### config.mk
export PLATFORM = sky130hd
export DESIGN_NAME = fb_pixel_fetch
export DESIGN_NICKNAME = d
export VERILOG_FILES = /design/src/rtl/fb_pixel_fetch.sv
export SDC_FILE = /design/constraint.sdc
export NUM_CORES = 1
export LEC_CHECK = 0
export ABC_AREA = 1
export BUFFER_PORTS_ARGS = -buffer_cell sky130_fd_sc_hd__buf_2
export CELL_PAD_IN_SITES_DETAIL_PLACEMENT = 1
export CELL_PAD_IN_SITES_GLOBAL_PLACEMENT = 1
export CORE_ASPECT_RATIO = 2
export CORE_MARGIN = 2
export CORE_UTILIZATION = 41
export DETAILED_ROUTE_END_ITERATION = 10
export GPL_ROUTABILITY_DRIVEN = 0
export PLACE_DENSITY = 0.89
export SETUP_SLACK_MARGIN = 0.5
export SYNTH_ARGS = -nofsm -noshare
export SYNTH_HDL_FRONTEND = slang
export SYNTH_SLANG_ARGS = --single-unit
### constraint.sdc
create_clock -name clk -period 2.9 [get_ports clk]
set_input_delay 0.58 -clock clk [delete_from_list [all_inputs] [get_ports clk]]
set_output_delay 0.58 -clock clk [all_outputs]
set_load 0.01 [all_outputs]
### src/rtl/fb_pixel_fetch.sv
// rtl/fb_pixel_fetch.sv - raster-tracking framebuffer read stage producing aligned greyscale pixels
// Address = frame base + line accumulator + column; sync/DE delayed to match framebuffer latency.
module fb_pixel_fetch #(
  parameter int          IMG_W   = 256,
  parameter int          IMG_H   = 256,
  parameter int          MEM_LAT = 2,
  parameter logic [23:0] BORDER  = 24'h000000
) (
  input  logic        clk,
  input  logic        rst,
  input  logic        vid_de,
  input  logic        vid_hs,
  input  logic        vid_vs,
  input  logic [17:0] offset,
  output logic [17:0] parallelAddress,
  input  logic [7:0]  q,
  output logic [23:0] color,
  output logic        pix_de,
  output logic        pix_hs,
  output logic        pix_vs
);

  localparam logic [11:0] W12 = 12'(IMG_W);
  localparam logic [11:0] H12 = 12'(IMG_H);
  localparam logic [17:0] W18 = 18'(IMG_W);

  logic        de_q, vs_q, skip;
  logic [11:0] x, y;
  logic [17:0] off_l, line_acc, row_base;
  logic        de_eff, de_fall, vs_rise, in_img;
  logic [3:0]  dly [0:MEM_LAT];
  logic        in_img_d, de_d, hs_d, vs_d;

  // After a reset the rest of the current DE burst is ignored so it is not counted as a line.
  assign de_eff   = vid_de & ~skip;
  assign de_fall  = de_q & ~de_eff;
  assign vs_rise  = vid_vs & ~vs_q;
  assign in_img   = de_eff & (x < W12) & (y < H12);
  assign row_base = off_l + line_acc;

  always_ff @(posedge clk) begin
    if (rst) begin
      de_q            <= 1'b0;
      vs_q            <= 1'b0;
      skip            <= 1'b1;
      x               <= 12'd0;
      y               <= 12'd0;
      off_l           <= 18'd0;
      line_acc        <= 18'd0;
      parallelAddress <= 18'd0;
    end else begin
      de_q <= de_eff;
      vs_q <= vid_vs;
      if (!vid_de)
        skip <= 1'b0;
      if (de_eff)
        x <= (x == 12'hFFF) ? x : x + 12'd1;
      else
        x <= 12'd0;
      // VS rise takes priority over a coincident DE fall
      if (vs_rise) begin
        y        <= 12'd0;
        off_l    <= offset;
        line_acc <= 18'd0;
      end else if (de_fall) begin
        y        <= (y == 12'hFFF) ? y : y + 12'd1;
        line_acc <= line_acc + W18;
      end
      if (in_img)
        parallelAddress <= row_base + {6'd0, x};
    end
  end

  assign {in_img_d, de_d, hs_d, vs_d} = dly[MEM_LAT];

  always_ff @(posedge clk) begin
    if (rst) begin
      for (int i = 0; i <= MEM_LAT; i++)
        dly[i] <= 4'b0;
      color  <= 24'h0;
      pix_de <= 1'b0;
      pix_hs <= 1'b0;
      pix_vs <= 1'b0;
    end else begin
      dly[0] <= {in_img, de_eff, vid_hs, vid_vs};
      for (int i = 1; i <= MEM_LAT; i++)
        dly[i] <= dly[i-1];
      if (in_img_d)
        color <= {q, q, q};
      else if (de_d)
        color <= BORDER;
      else
        color <= 24'h0;
      pix_de <= de_d;
      pix_hs <= hs_d;
      pix_vs <= vs_d;
    end
  end

endmodule

Word-level counts from Yosys, hierarchy flattened:

Memory sizes are Yosys's and may differ from the RTL's.
Index checks and enable logic that the tools add are counted.

* add/sub/neg operators: 5
* order comparisons: 2
* equal/unequal tests: 2
* muxes and demuxes: 6
* bitwise gates (word level): 13
* reductions and logical operators: 4

Operator list (number)
* 12-bit by 1-bit adder with 12-bit output (second input constant): 2
* 12-bit equality test (second input constant): 2
* 12-bit by 9-bit less-than comparator with 1-bit output (second input constant): 2
* 18-bit by 12-bit adder with 18-bit output: 1
* 18-bit adder: 1
* 18-bit by 9-bit adder with 18-bit output (second input constant): 1
* 4-bit 2-to-1 mux: 3
* 2-bit OR reduction: 3
* 1-bit AND: 5
* 1-bit inverter: 5
* 1-bit 2-to-1 mux: 3
* 1-bit OR: 3
* 2-bit AND reduction: 1

* bits in registers: 108
* memory bits (writable): 12
* output and inout port bits: 45
* logic and storage cells: 45
* memories kept: 1

Memories
* dly: words 3, width 4, rd ports 3, clocked after memory_dff 0, wr ports 3, line 31 `logic [3:0] dly [0:MEM_LAT];`

Logic depth before layout (Yosys ltp):

* depth after elaboration: 5
* mapped depth: 15
* depth with buffers taken out: 15

Least setup slack after synthesis:

No wires, ideal clock.

* kind: register to register
* start point: register x[8]
* end point: register parallelAddress[17]
* library setup time: 109 ps
* data arrival time: 2022 ps
* setup slack: 769 ps
* cell stages (with the launch flop): 15
* buffers on the path: 0
* cell sequence: dfxtp_1 > inv_1 > fa_1 > inv_1 > ha_1 > nand2_1 > inv_1 > a21oi_1 > nand2_1 > nand2_1 > nand2_1 > nand2_1 > nand3_1 > nand2_1 > inv_1

* word-level cells in the longest chain between the ends: 3
* elaborated cells on any way between the ends: 4
* those cells by class: add/sub: 1; order compare: 1; bitwise: 2

Ends and longest elaborated chain
* from (decl): line 28 `logic [11:0] x, y;`
* from (signal assigned): line 57 `x <= (x == 12'hFFF) ? x : x + 12'd1;`
* 12-bit by 9-bit less-than comparator with 1-bit output: line 38 `assign in_img = de_eff & (x < W12) & (y < H12);`
* 1-bit AND (2 in series): line 38
* to (signal assigned): line 70 `parallelAddress <= row_base + {6'd0, x};`
* to (decl): line 15 `output logic [17:0] parallelAddress,`

Several ways; a longest one is shown, not always the timed one.
A chain may end at the register's enable or synchronous reset.

Worst setup path after layout:

Same ends and word-level chain as after synthesis.

==> load_flow_metrics.sql <==
INSERT INTO impl_metrics (metric_group, metric, value, unit) VALUES
('clock_network', 'numClockSinks', '94', ''),
('synthesis', 'synth.cell_area', '5200', 'um2'),
('synthesis', 'sequential_area_share_after_synthesis', '36.2', '%'),
('floorplanning', 'dieHeight', '163', 'um'),
('worst_setup_path', 'worst_setup_ep_type', 'register', ''),
('status', 'status', 'completed', ''),
('drt', 'num_vias', '4799', ''),
('drt', 'drc_errors', '0', ''),
('drt', 'routed_antenna_nets', '0', ''),
('placement', 'placement.io_buffers', '75', ''),
('power_and_ir_drop', 'pwr-share-seq', '47.6', '%'),
('cells_and_area', 'area_delta_synth_final', '15.0', '%'),
('placement', 'place.detailed.hpwl', '10600', 'um'),
('floorplanning', 'floorplan.initialDensity', '41.7', '%'),
('global_route', 'antenna_found_initial', '0', ''),
('synthesis', 'synth_area_per_cell', '7.10', 'um2'),
('cells_and_area', 'finalCoreUtilization', '47.9', '%'),
('cells_and_area', 'fillCellCount', '1645', ''),
('min_path', 'timing.hold.worst.class', 'reg2reg', ''),
('power_and_ir_drop', 'internal_cell_power', '2130', 'uW'),
('synthesis', 'post_synth_num_cell_types', '36', ''),
('power_and_ir_drop', 'cellLeakagePower', '0.00304', 'uW'),
('sta', 'maxSlewHeadroom', '48.8', '%'),
('drt', 'detailedRoute.firstPassIterationCount', '4', ''),
('worst_setup_path', 'critical-path-top-cell-by-count', 'sky130_fd_sc_hd__nand2_1', ''),
('clock_network', 'bufs_on_longest_clock_path', '2', ''),
('sta', 'final-hold-violation-count', '0', ''),
('synthesis', 'ys_seq_elements', '94', ''),
('flow_run', 'max_cap_violations', '0', ''),
('worst_setup_path', 'worstPathMaxFanout', '5', ''),
('clock_network', 'cts-root-buf', 'sky130_fd_sc_hd__clkbuf_16', ''),
('synthesis', 'postSynthNetCount', '801', ''),
('drt', 'routed_wire_length_per_instance', '14.9', 'um'),
('cells_and_area', 'fin_nets', '864', ''),
('cells_and_area', 'antenna-diode-count', '0', ''),
('drt', 'finalWirelength', '14200', 'um'),
('synthesis', 'netlist_instances', '733', ''),
('sta', 'worst_slew_pin_slew', '0.767', 'ns'),
('floorplanning', 'io_pins', '76', ''),
('worst_setup_path', 'crit_arrival', '2.48', 'ns'),
('global_route', 'grt_start_max_net_pins', '36', ''),
('floorplanning', 'die_area', '13700', 'um2'),
('sta', 'postLayoutSetupSlackWorst', '0.668', 'ns'),
('sta', 'finalSetupViolations', '0', ''),
('synthesis', 'number_of_warnings_reported_in_the_yosys_synthesis_log', '0', ''),
('sta', 'fmax', '448', 'MHz'),
('clock_network', 'clk_transition_reported_paths', '0.07', 'ns'),
('synthesis', 'synthTopCellsByArea', 'sky130_fd_sc_hd__dfxtp_1 36%, sky130_fd_sc_hd__nand2_1 12%, sky130_fd_sc_hd__inv_1 8.5%', ''),
('worst_setup_path', 'crit_path_start_kind', 'register', ''),
('synthesis', 'yosys_most_used_dff', 'sky130_fd_sc_hd__dfxtp_1', ''),
('worst_setup_path', 'timing.critical_path.slowest_cell_delay', '0.53', 'ns'),
('floorplanning', 'rows', '58', ''),
('power_and_ir_drop', 'ir_worst_vdd', '0.449', 'mV'),
('power_and_ir_drop', 'clock_network_power_share', '43.4', '%'),
('synthesis', 'synth_enable_flop_cells', '0', ''),
('floorplanning', 'die_x_extent', '83.7', 'um'),
('synthesis', 'asyncSetResetFlopFracSynth', '0', '%'),
('worst_setup_path', 'cell_with_the_largest_stage_delay_on_the_worst_path', 'sky130_fd_sc_hd__fa_1', ''),
('sta', 'final.setup_skew', '0.00648', 'ns'),
('global_route', 'first_global_vias', '5214', ''),
('floorplanning', 'fp.coreArea', '12500', 'um2'),
('clock_network', 'insertion_delay', '0.35', 'ns'),
('synthesis', 'synth_largest_type_area_fraction', '36.2', '%'),
('power_and_ir_drop', 'netSwitchingPower', '737', 'uW'),
('power_and_ir_drop', 'power.share.switching', '25.7', '%'),
('drt', 'vias_per_cell', '5.05', ''),
('sta', 'timing.final.max_slew_violations', '0', ''),
('drt', 'first_iter_violations', '168', ''),
('clock_network', 'cts_made_buffers', '9', ''),
('global_route', 'first_pass_grt_wire_length', '23600', 'um'),
('placement', 'dp.cells', '935', '');
-- path summary, 6_finish.rpt --
check                            start                               end  slack (ns)  cells after the start
hold reg to reg   dly[0][5]$_SDFF_PP0_              dly[0][9]$_SDFF_PP0_        0.41                      2
setup reg to reg     x[8]$_SDFFE_PP0P_  parallelAddress[17]$_SDFFE_PP0P_        0.67                     14
hold / removal    dly[0][5]$_SDFF_PP0_              dly[0][9]$_SDFF_PP0_        0.41                      2
setup / recovery     x[8]$_SDFFE_PP0P_  parallelAddress[17]$_SDFFE_PP0P_        0.67                     14
-- state kept, by name, summed over array words and instances (netlist names) --
signal           count
off_l               18
parallelAddress     18
dly                 12
x                   12
y                   12
line_acc            10
color                8
pix_de               1
pix_hs               1
pix_vs               1
skip                 1
-- power groups by stage --
stage,registers (uW),logic (uW),clock network (uW)
after floorplan,1390,155,0
after global placement,1390,245,0
after detailed placement,1390,254,0
after CTS,1360,262,1270
after global routing,1370,296,1310
final,1360,260,1240
-- per-stage QoR --
step	area, um2	power [uW]
global route	5980	2980
global placement	5620	1630
detailed placement	5620	1650
CTS	5940	2890
floorplan	5200	1550
finish	5980	2860
-- cell usage in the layout (no fill, tap or decap), drive strengths merged --
| master | instances |
|---|---|
| nand4 | 8 |
| nor2 | 109 |
| nor4 | 1 |
| inv | 122 |
| fa | 5 |
| a31oi | 1 |
| clkinv | 4 |
| clkbuf | 10 |
| or2 | 2 |
| nor3 | 16 |
| nor3b | 1 |
| dfxtp | 94 |
| buf | 81 |
| xnor2 | 7 |
| nand3 | 49 |
| nand3b | 2 |
| xor2 | 12 |
| bufinv | 1 |
| nand2 | 167 |
| ha | 32 |
| o21ai | 31 |
| a21oi | 39 |
| o211ai | 4 |
| clkinvlp | 3 |
-- worst max-delay path, delay by kind of cell, from the launching register on --
family	cells	cell delay (ns)
AOI/OAI and AO/OA	1	0.18
buffers and inverters	4	0.23
adders and majority gates	2	0.79
and+or+nand+nor	7	0.56
DFF	1	0.37
-- cell type report --
cell class / instances / area (um2) / area share, %
Multi-Input combinational cell: 486 / 2700 / 45.2
Timing Repair Buffer: 81 / 420 / 7.03
Clock inverter: 6 / 70.1 / 1.17
Inverter: 124 / 467 / 7.80
Clock buffer: 10 / 239 / 3.99
Sequential cell: 94 / 1890 / 31.7
Tap cell: 150 / 188 / 3.14
-- Yosys cell counts, drive strengths merged (5+ instances only) --
cell and count:
nand2 167, inv 121, nor2 109, dfxtp 94, nand3 49, a21oi 39, ha 32, o21ai 31
buf 22, nor3 16, xor2 12, nand4 8, clkbuf 7, xnor2 7, fa 5
-- per-layer routing --
layer  vias up  track usage (%)  wire length, um
met5         -                0                0
met4         0             9.53              435
met3        36             3.74              470
met2        92             43.5             8110
met1      2279             20.3             5140
li1       2392                -                -
-- timing repair --
action | 4_1_cts | 5_1_grt
pin swaps | 1 | 3
hold endpoints to repair | 0 | 0
setup endpoints to repair | 3 | 5
resized for setup | 2 | 19
hold buffers | 0 | 0
-- kinds of logic (layout without fill, tap and decap cells) --
kind of cell | Yosys count | count (layout) | share of synthesized area [%]
buffers and inverters | 153 | 221 | 12.7
and+or+nand+nor | 355 | 355 | 30.4
adders and majority gates | 37 | 37 | 9.62
DFF | 94 | 94 | 36.2
xor gates and xnor gates | 19 | 19 | 3.20
AOI/OAI and AO/OA | 75 | 75 | 7.93
(Power assumes the default switching activity.)
